**config.mk**
```make
export PLATFORM = sky130hd
export DESIGN_NAME = wb_write_queue
export DESIGN_NICKNAME = d
export VERILOG_FILES = /design/src/rtl/wb_write_queue.sv
export SDC_FILE = /design/constraint.sdc
export NUM_CORES = 1
export LEC_CHECK = 0
export ABC_AREA = 1
export BUFFER_PORTS_ARGS = -buffer_cell sky130_fd_sc_hd__buf_2
export CORE_MARGIN = 2
export CORE_UTILIZATION = 41
export DETAILED_ROUTE_END_ITERATION = 7
export GPL_TIMING_DRIVEN = 0
export SLEW_MARGIN = 30
export SYNTH_ARGS = -nofsm -noshare
export SYNTH_HDL_FRONTEND = slang
export SYNTH_SLANG_ARGS = --single-unit
```
**constraint.sdc**
```tcl
create_clock -name clk -period 5.8 [get_ports clk]
set_clock_uncertainty 0.2 [all_clocks]
set_input_delay 0.58 -clock clk [delete_from_list [all_inputs] [get_ports clk]]
set_output_delay 0.58 -clock clk [all_outputs]
set_load 0.01 [all_outputs]
```
**src/rtl/wb_write_queue.sv**
```systemverilog
// wb_write_queue: in-order write queue feeding the register file's single write port.
// Merges MEM/WB writes and long-latency unit results, drains one entry per cycle and
// offers forwarding lookups of queued-but-uncommitted results to ID.
// Optional feature macro: WBQ_FWD_EN (defined: forwarding lookups active;
// undefined: fwd_hit*/fwd_data* tied to zero).
module wb_write_queue #(
  parameter int unsigned DEPTH  = 4,
  parameter int unsigned ADDR_W = 5,
  parameter int unsigned DATA_W = 32
) (
  input  logic              clk,
  input  logic              rst,
  input  logic              pipe_we,
  input  logic [ADDR_W-1:0] pipe_waddr,
  input  logic [DATA_W-1:0] pipe_wdata,
  input  logic              lng_valid,
  input  logic [ADDR_W-1:0] lng_waddr,
  input  logic [DATA_W-1:0] lng_wdata,
  output logic              lng_ready,
  output logic              stall_req,
  input  logic [ADDR_W-1:0] fwd_raddr1,
  output logic              fwd_hit1,
  output logic [DATA_W-1:0] fwd_data1,
  input  logic [ADDR_W-1:0] fwd_raddr2,
  output logic              fwd_hit2,
  output logic [DATA_W-1:0] fwd_data2,
  output logic              we,
  output logic [ADDR_W-1:0] waddr,
  output logic [DATA_W-1:0] wdata,
  output logic              empty
);

  localparam int unsigned PtrW = (DEPTH > 1) ? $clog2(DEPTH) : 1;
  localparam int unsigned CntW = $clog2(DEPTH + 1);
  localparam logic [CntW:0] DepthS = (CntW + 1)'(DEPTH);
  localparam logic [CntW-1:0] StallLvl = CntW'(DEPTH - 1);

  logic [ADDR_W-1:0] addr_q [DEPTH];
  logic [DATA_W-1:0] data_q [DEPTH];

  logic [PtrW-1:0] head_q, head_d, tail_q, tail_d, lng_idx;
  logic [CntW-1:0] count_q, count_d, count_vis;
  logic [CntW:0]   space, need;
  logic            pipe_eff, pipe_enq, lng_enq, deq;

  // Enqueue/dequeue decisions and next pointer/count values.
  always_comb begin
    // Reset hides the queue immediately, even before the clearing edge.
    count_vis = rst ? '0 : count_q;
    pipe_eff  = pipe_we && (pipe_waddr != '0);
    // The head slot frees up this edge whenever the queue is non-empty.
    space     = DepthS - {1'b0, count_q} + {{CntW{1'b0}}, (count_q != '0)};
    need      = pipe_eff ? (CntW + 1)'(2) : (CntW + 1)'(1);
    lng_ready = !rst && (space >= need);
    // A pipe write with no space is a protocol violation and is dropped.
    pipe_enq  = !rst && pipe_eff && (space != '0);
    lng_enq   = lng_ready && lng_valid && (lng_waddr != '0);
    deq       = (count_q != '0);
    // Pipe entry lands first; lng entry goes behind it.
    lng_idx   = pipe_enq ? tail_q + PtrW'(1) : tail_q;
    head_d    = head_q + PtrW'(deq);
    tail_d    = tail_q + PtrW'(pipe_enq) + PtrW'(lng_enq);
    count_d   = count_q + CntW'(pipe_enq) + CntW'(lng_enq) - CntW'(deq);
  end

  // Pointer and occupancy registers.
  always_ff @(posedge clk) begin
    if (rst) begin
      head_q  <= '0;
      tail_q  <= '0;
      count_q <= '0;
    end else begin
      head_q  <= head_d;
      tail_q  <= tail_d;
      count_q <= count_d;
    end
  end

  // Entry storage; the two write slots never collide because lng_idx skips the pipe slot.
  always_ff @(posedge clk) begin
    if (pipe_enq) begin
      addr_q[tail_q] <= pipe_waddr;
      data_q[tail_q] <= pipe_wdata;
    end
    if (lng_enq) begin
      addr_q[lng_idx] <= lng_waddr;
      data_q[lng_idx] <= lng_wdata;
    end
  end

  // Register file port and status, driven from storage only.
  always_comb begin
    we        = (count_vis != '0);
    waddr     = we ? addr_q[head_q] : '0;
    wdata     = we ? data_q[head_q] : '0;
    empty     = (count_vis == '0);
    stall_req = (count_vis >= StallLvl);
  end

`ifdef WBQ_FWD_EN
  logic [PtrW-1:0] fwd_idx;

  // Scan oldest to youngest so the youngest match wins.
  always_comb begin
    fwd_hit1  = 1'b0;
    fwd_data1 = '0;
    fwd_hit2  = 1'b0;
    fwd_data2 = '0;
    fwd_idx   = '0;
    for (int k = 0; k < DEPTH; k++) begin
      fwd_idx = head_q + PtrW'(k);
      if (CntW'(k) < count_vis) begin
        if ((fwd_raddr1 != '0) && (addr_q[fwd_idx] == fwd_raddr1)) begin
          fwd_hit1  = 1'b1;
          fwd_data1 = data_q[fwd_idx];
        end
        if ((fwd_raddr2 != '0) && (addr_q[fwd_idx] == fwd_raddr2)) begin
          fwd_hit2  = 1'b1;
          fwd_data2 = data_q[fwd_idx];
        end
      end
    end
  end
`else
  logic unused_fwd;

  // Forwarding disabled: ID must stall on queued hazards externally.
  always_comb begin
    fwd_hit1   = 1'b0;
    fwd_data1  = '0;
    fwd_hit2   = 1'b0;
    fwd_data2  = '0;
    unused_fwd = ^{fwd_raddr1, fwd_raddr2};
  end
`endif

endmodule

```
### After elaboration in Yosys (flattened, before gate mapping)

Memory sizes are Yosys's and may differ from the RTL's. A register that Yosys moved wholly into a read port is not among the register bits.
Index checks and enable logic that the tools add are counted.

* order comparisons: 2
* add/sub/neg operators: 9
* reduce and logical (&&, ||, !) cells: 13
* muxes and demuxes: 11

Operators by type and width (count)
* two-way mux 32 bit: 1
* nonzero test 5 bit: 2
* two-way mux 2 bit: 4
* adder 2 x 1 -> 2 bit: 3
* adder 3 x 1 -> 3 bit: 2
* logical AND 1 bit: 6
* nonzero test 3 bit: 2
* two-way mux 5 bit: 1
* adder 4 x 1 -> 4 bit: 1
* greater-or-equal comparator 4 x 2 -> 1 bit: 1
* two-way mux 1 bit: 4
* nonzero test 4 bit: 1
* subtractor 3 x 3 -> 4 bit (first input constant): 1
* greater-or-equal comparator 3 x 2 -> 1 bit (second input constant): 1
* zero test 3 bit: 1
* two-way mux 3 bit: 1
* subtractor 3 x 1 -> 3 bit: 1
* adder 2 x 1 -> 2 bit (second input constant): 1
* zero test 1 bit: 1

* output and inout bits: 107
* bits of input ports: 88
* register bits: 7
* word-level logic and storage cells: 40
* memories: 2
* bits in writable memories: 148

Memory list
* data_q: words 4, width 32, rd ports 1, clocked after memory_dff 1, write ports 2, line 39 `logic [DATA_W-1:0] data_q [DEPTH];`
* addr_q: words 4, width 5, rd ports 1, clocked after memory_dff 1, write ports 2, line 38 `logic [ADDR_W-1:0] addr_q [DEPTH];`

### Logic depth before layout (Yosys ltp)

* depth after elaboration: 9
* depth in mapped cells: 19
* mapped depth without buffers: 18

### Least setup slack after synthesis

OpenSTA, ideal clock, no wires.

* path kind: register to register
* start point: register count_q[1]
* end point: memory addr_q[0][0] (enable)
* setup time: 0.395 ns
* cell stages (with the launch flop): 17
* path buffers: 2
* required time: 5.205 ns
* arrival time: 2.770 ns
* clock period less this slack: 3.365 ns
* setup slack: 2.435 ns
* cell sequence: dfxtp_1 -> inv_2 -> nand2_2 -> nor2_1 -> ha_1 -> inv_1 -> nand2_1 -> nand2_2 -> ha_1 -> o21ai_0 -> nand3b_1 -> nand2_2 -> nor2_8 -> nand3_2 -> buf_6 -> buf_6 -> nand2_1

RTL lines
* from (decl): line 42 `logic [CntW-1:0] count_q, count_d, count_vis;`
* from (signal assigned): line 75 `count_q <= count_d;`
* to (decl): line 38

### Final worst setup path

* start point: register count_q[1]
* end point: register count_q[1]

* cells in the longest elaborated chain, start to end: 8
* elaborated cells on any way between the ends: 12
* classes of those cells: add/sub: 5; order compare: 1; reduce/logical: 6

RTL lines
* subtractor 3 x 3 -> 4 bit or nonzero test 3 bit (tied branches): line 52, 58
* adder 4 x 1 -> 4 bit: line 52 `space = DepthS - {1'b0, count_q} + {{CntW{1'b0}}, (count_q != '0)};`
* greater-or-equal comparator 4 x 2 -> 1 bit: line 54 `lng_ready = !rst && (space >= need);`
* logical AND 1 bit: line 54
* logical AND 1 bit (2 in a row): line 57 `lng_enq = lng_ready && lng_valid && (lng_waddr != '0);`
* adder 3 x 1 -> 3 bit: line 63 `count_d = count_q + CntW'(pipe_enq) + CntW'(lng_enq) - CntW'(deq);`
* subtractor 3 x 1 -> 3 bit *: line 63
* named net count_d[1]: line 42

Mark *: on every way through the listed nets, which the timed path passes. The rest lies on a longest branch.
A chain may end at the register's enable or synchronous reset.

==> qor.yml <==
grt_use_total_pct: 24.0
initial_core_util_pct: 41.8
worst_pin_slew_ns: 0.675
wl_mm: 29.5
final.setup.tns_ns: 0
vias_per_cell: 5.33
end_kind: "flip-flop"
ir_drop_mv: 0.267
coreArea_um2: 22700
multiInputGateArea_um2: 3970
syn2layout_area_growth_pct: 19.7
hold_class: "in2reg"
power.leakage_nw: 5.15
period_share_pct: 65.3
setup_viol: 0
synth-async-reset-ratio_pct: 0
synth_cell_types: 28
slew_headroom_pct: 55.0
critPathLaunchType: "flip-flop"
synth-seq-cells: 155
clock_latency_ns: 0.43
fmax_mhz: 264
portBuffers: 117
grt_max_degree: 38
cts_buffers: 17
cts.repair.resized: 0
synthCells: 1113
holdWs_ns: 0.255
grt_pass1_wl_mm: 44.2
die_x_um: 156
drt.antenna.violating_nets: 0
r2r_slack_ns: 2.01
criticalPathCategory: "reg2reg"
n_fill_cell: 2173
syn_area_um2: 9490
fin_cells: 1612
slew_violations: 0
p_total_mw: 5.02
synth_top_area_share_pct: 46.8
fin_nets: 1414
ys.flop_type: "edfxtp_1"
cts_tree: "yes"
critical_path_required_ns: 5.92
cts_hold_buf: 0
syn_avg_cell_area_um2: 8.53
dp_hpwl_mm: 19.6
die_h_um: 156
drt-initial-drc-count: 784
io_pins: 195
drive_above_1_share_pct: 22.7
dp.cells: 1580
regArea_um2: 4580
min_period_ns: 3.79
cts_setup_buffers: 0
vias: 8588
rsz0062_at_grt: "no"
dr.pass1.iters: 8
synth_edf_count: 148
routedWlPerCell_um: 18.3
clock_sinks: 155
mostFrequentLayoutCells: "nand2_1, nor2_1, nand4_1, edfxtp_1, buf_2"
maxCapViolCount: 0
hold_viol: 0
grt-ovfl-total: 0
ys_warn_count: 0
path_max_fanout: 10
place.gp.congestion: 0.815
antenna_found_initial: 1
status: "completed"
cts-root-buf: "clkbuf_16"
cts_htree_levels: 4
detail_route.drc_violations: 0
p_per_area_nw_per_um2: 442
cp.arrival_ns: 3.91
yosysTopAreaCell: "edfxtp_1"
cts_buffer_depth: 2
final_common_cell: "nand2_1"
seq_area_frac_synth_pct: 48.3
dieArea_um2: 24400
core.rowCount: 55
clk_pin_slew_ns: 0.07
synth_area_leaders: "edfxtp_1, nand2_1, nand4_1"
grt_pass1_vias: 7841
==> per-stage QoR <==
step | setup slack (ns) | cell area, µm² | utilization (%)
global route | 1.74 | 11400 | 50.0
global placement | 1.33 | 10700 | 47.0
CTS | 1.96 | 11400 | 50.0
detailed placement | 2.00 | 10700 | 47.2
finish | 2.01 | 11400 | 50.0
floorplan | 2.44 | 9740 | -
==> state kept, by name, indices dropped and copies added (netlist names) <==
name / count
head_q: 2
addr_q: 20
data_q: 128
count_q: 3
tail_q: 2
==> layer usage <==
| layer | up-vias | wire [µm] | GRT usage (%) |
|---|---|---|---|
| li1 | 4102 | - | - |
| met1 | 3970 | 12600 | 32.2 |
| met2 | 464 | 13800 | 38.8 |
| met3 | 52 | 2290 | 3.86 |
| met4 | 0 | 797 | 9.70 |
| met5 | - | 0 | 0 |
==> worst max-delay path: stages, from the launching register on <==
cell and delay, ns:
dfxtp_1 0.33, inv_2 0.09, nand2_2 0.08, nor2_1 0.17
ha_1 0.20, inv_1 0.04, nand2_1 0.06, nand2_2 0.08
ha_1 0.27, o21ai_0 0.08, nand3b_1 0.11, nand2_2 0.12
nor2_8 0.20, buf_1 0.53, inv_1 0.14, fa_1 0.40
inv_1 0.07, fa_1 0.40, inv_1 0.06, nor2_1 0.04
==> final cells by class <==
cell class	count	share of cell area, %
plain buffers	158	9.84
clock buffers	18	3.78
multi-input cells	841	35.0
diodes	1	0.0220
flip-flops and latches	155	40.3
clock inverters	13	1.96
inverters	24	0.793
repair buffers	117	5.15
well taps	285	3.14
==> where the power goes <==
group          internal (mW)  leakage (nW)  total, mW  switching, mW
Sequential              1.48          1.41       1.53         0.0539
Combinational          0.678          3.43       2.23           1.55
Clock                  0.802         0.315       1.26          0.462
==> kinds of logic (layout without fill, tap and decap cells) <==
group	count (synthesis)	in the layout	synth area share, %
adder cells (fa/ha/maj)	12	12	1.82
buffers and inverters	182	330	12.7
flip-flops	155	155	48.3
XOR/XNOR	2	2	0.185
other	1	67	0.0395
AND/OR/NAND/NOR	642	642	30.6
AO/OA/AOI/OAI	119	119	6.35
==> final timing paths <==
path / from / end / depth (start not counted)
setup / recovery: count_q[1]$_SDFF_PP0_ / count_q[1]$_SDFF_PP0_ / 19
hold / removal: pipe_wdata[2] / data_q[1][2]$_DFFE_PP_ / 3
setup reg to reg: count_q[1]$_SDFF_PP0_ / count_q[1]$_SDFF_PP0_ / 19
hold reg to reg: tail_q[1]$_SDFF_PP0_ / tail_q[1]$_SDFF_PP0_ / 2
==> synthesized netlist by cell type, types with 2 or more instances <==
master / instances
nand2_1: 311
nor2_1: 161
edfxtp_1: 148
nand4_1: 148
buf_4: 79
o21ai_0: 75
a21oi_1: 38
buf_6: 27
buf_2: 21
inv_1: 20
clkbuf_1: 19
buf_1: 12
nand2_2: 10
ha_1: 9
dfxtp_1: 7
nand3_2: 6
inv_2: 4
fa_1: 3
o21ai_1: 3
nor2_8: 2
o21bai_1: 2
xnor2_1: 2
No activity file was read; power rests on OpenSTA's default activity.
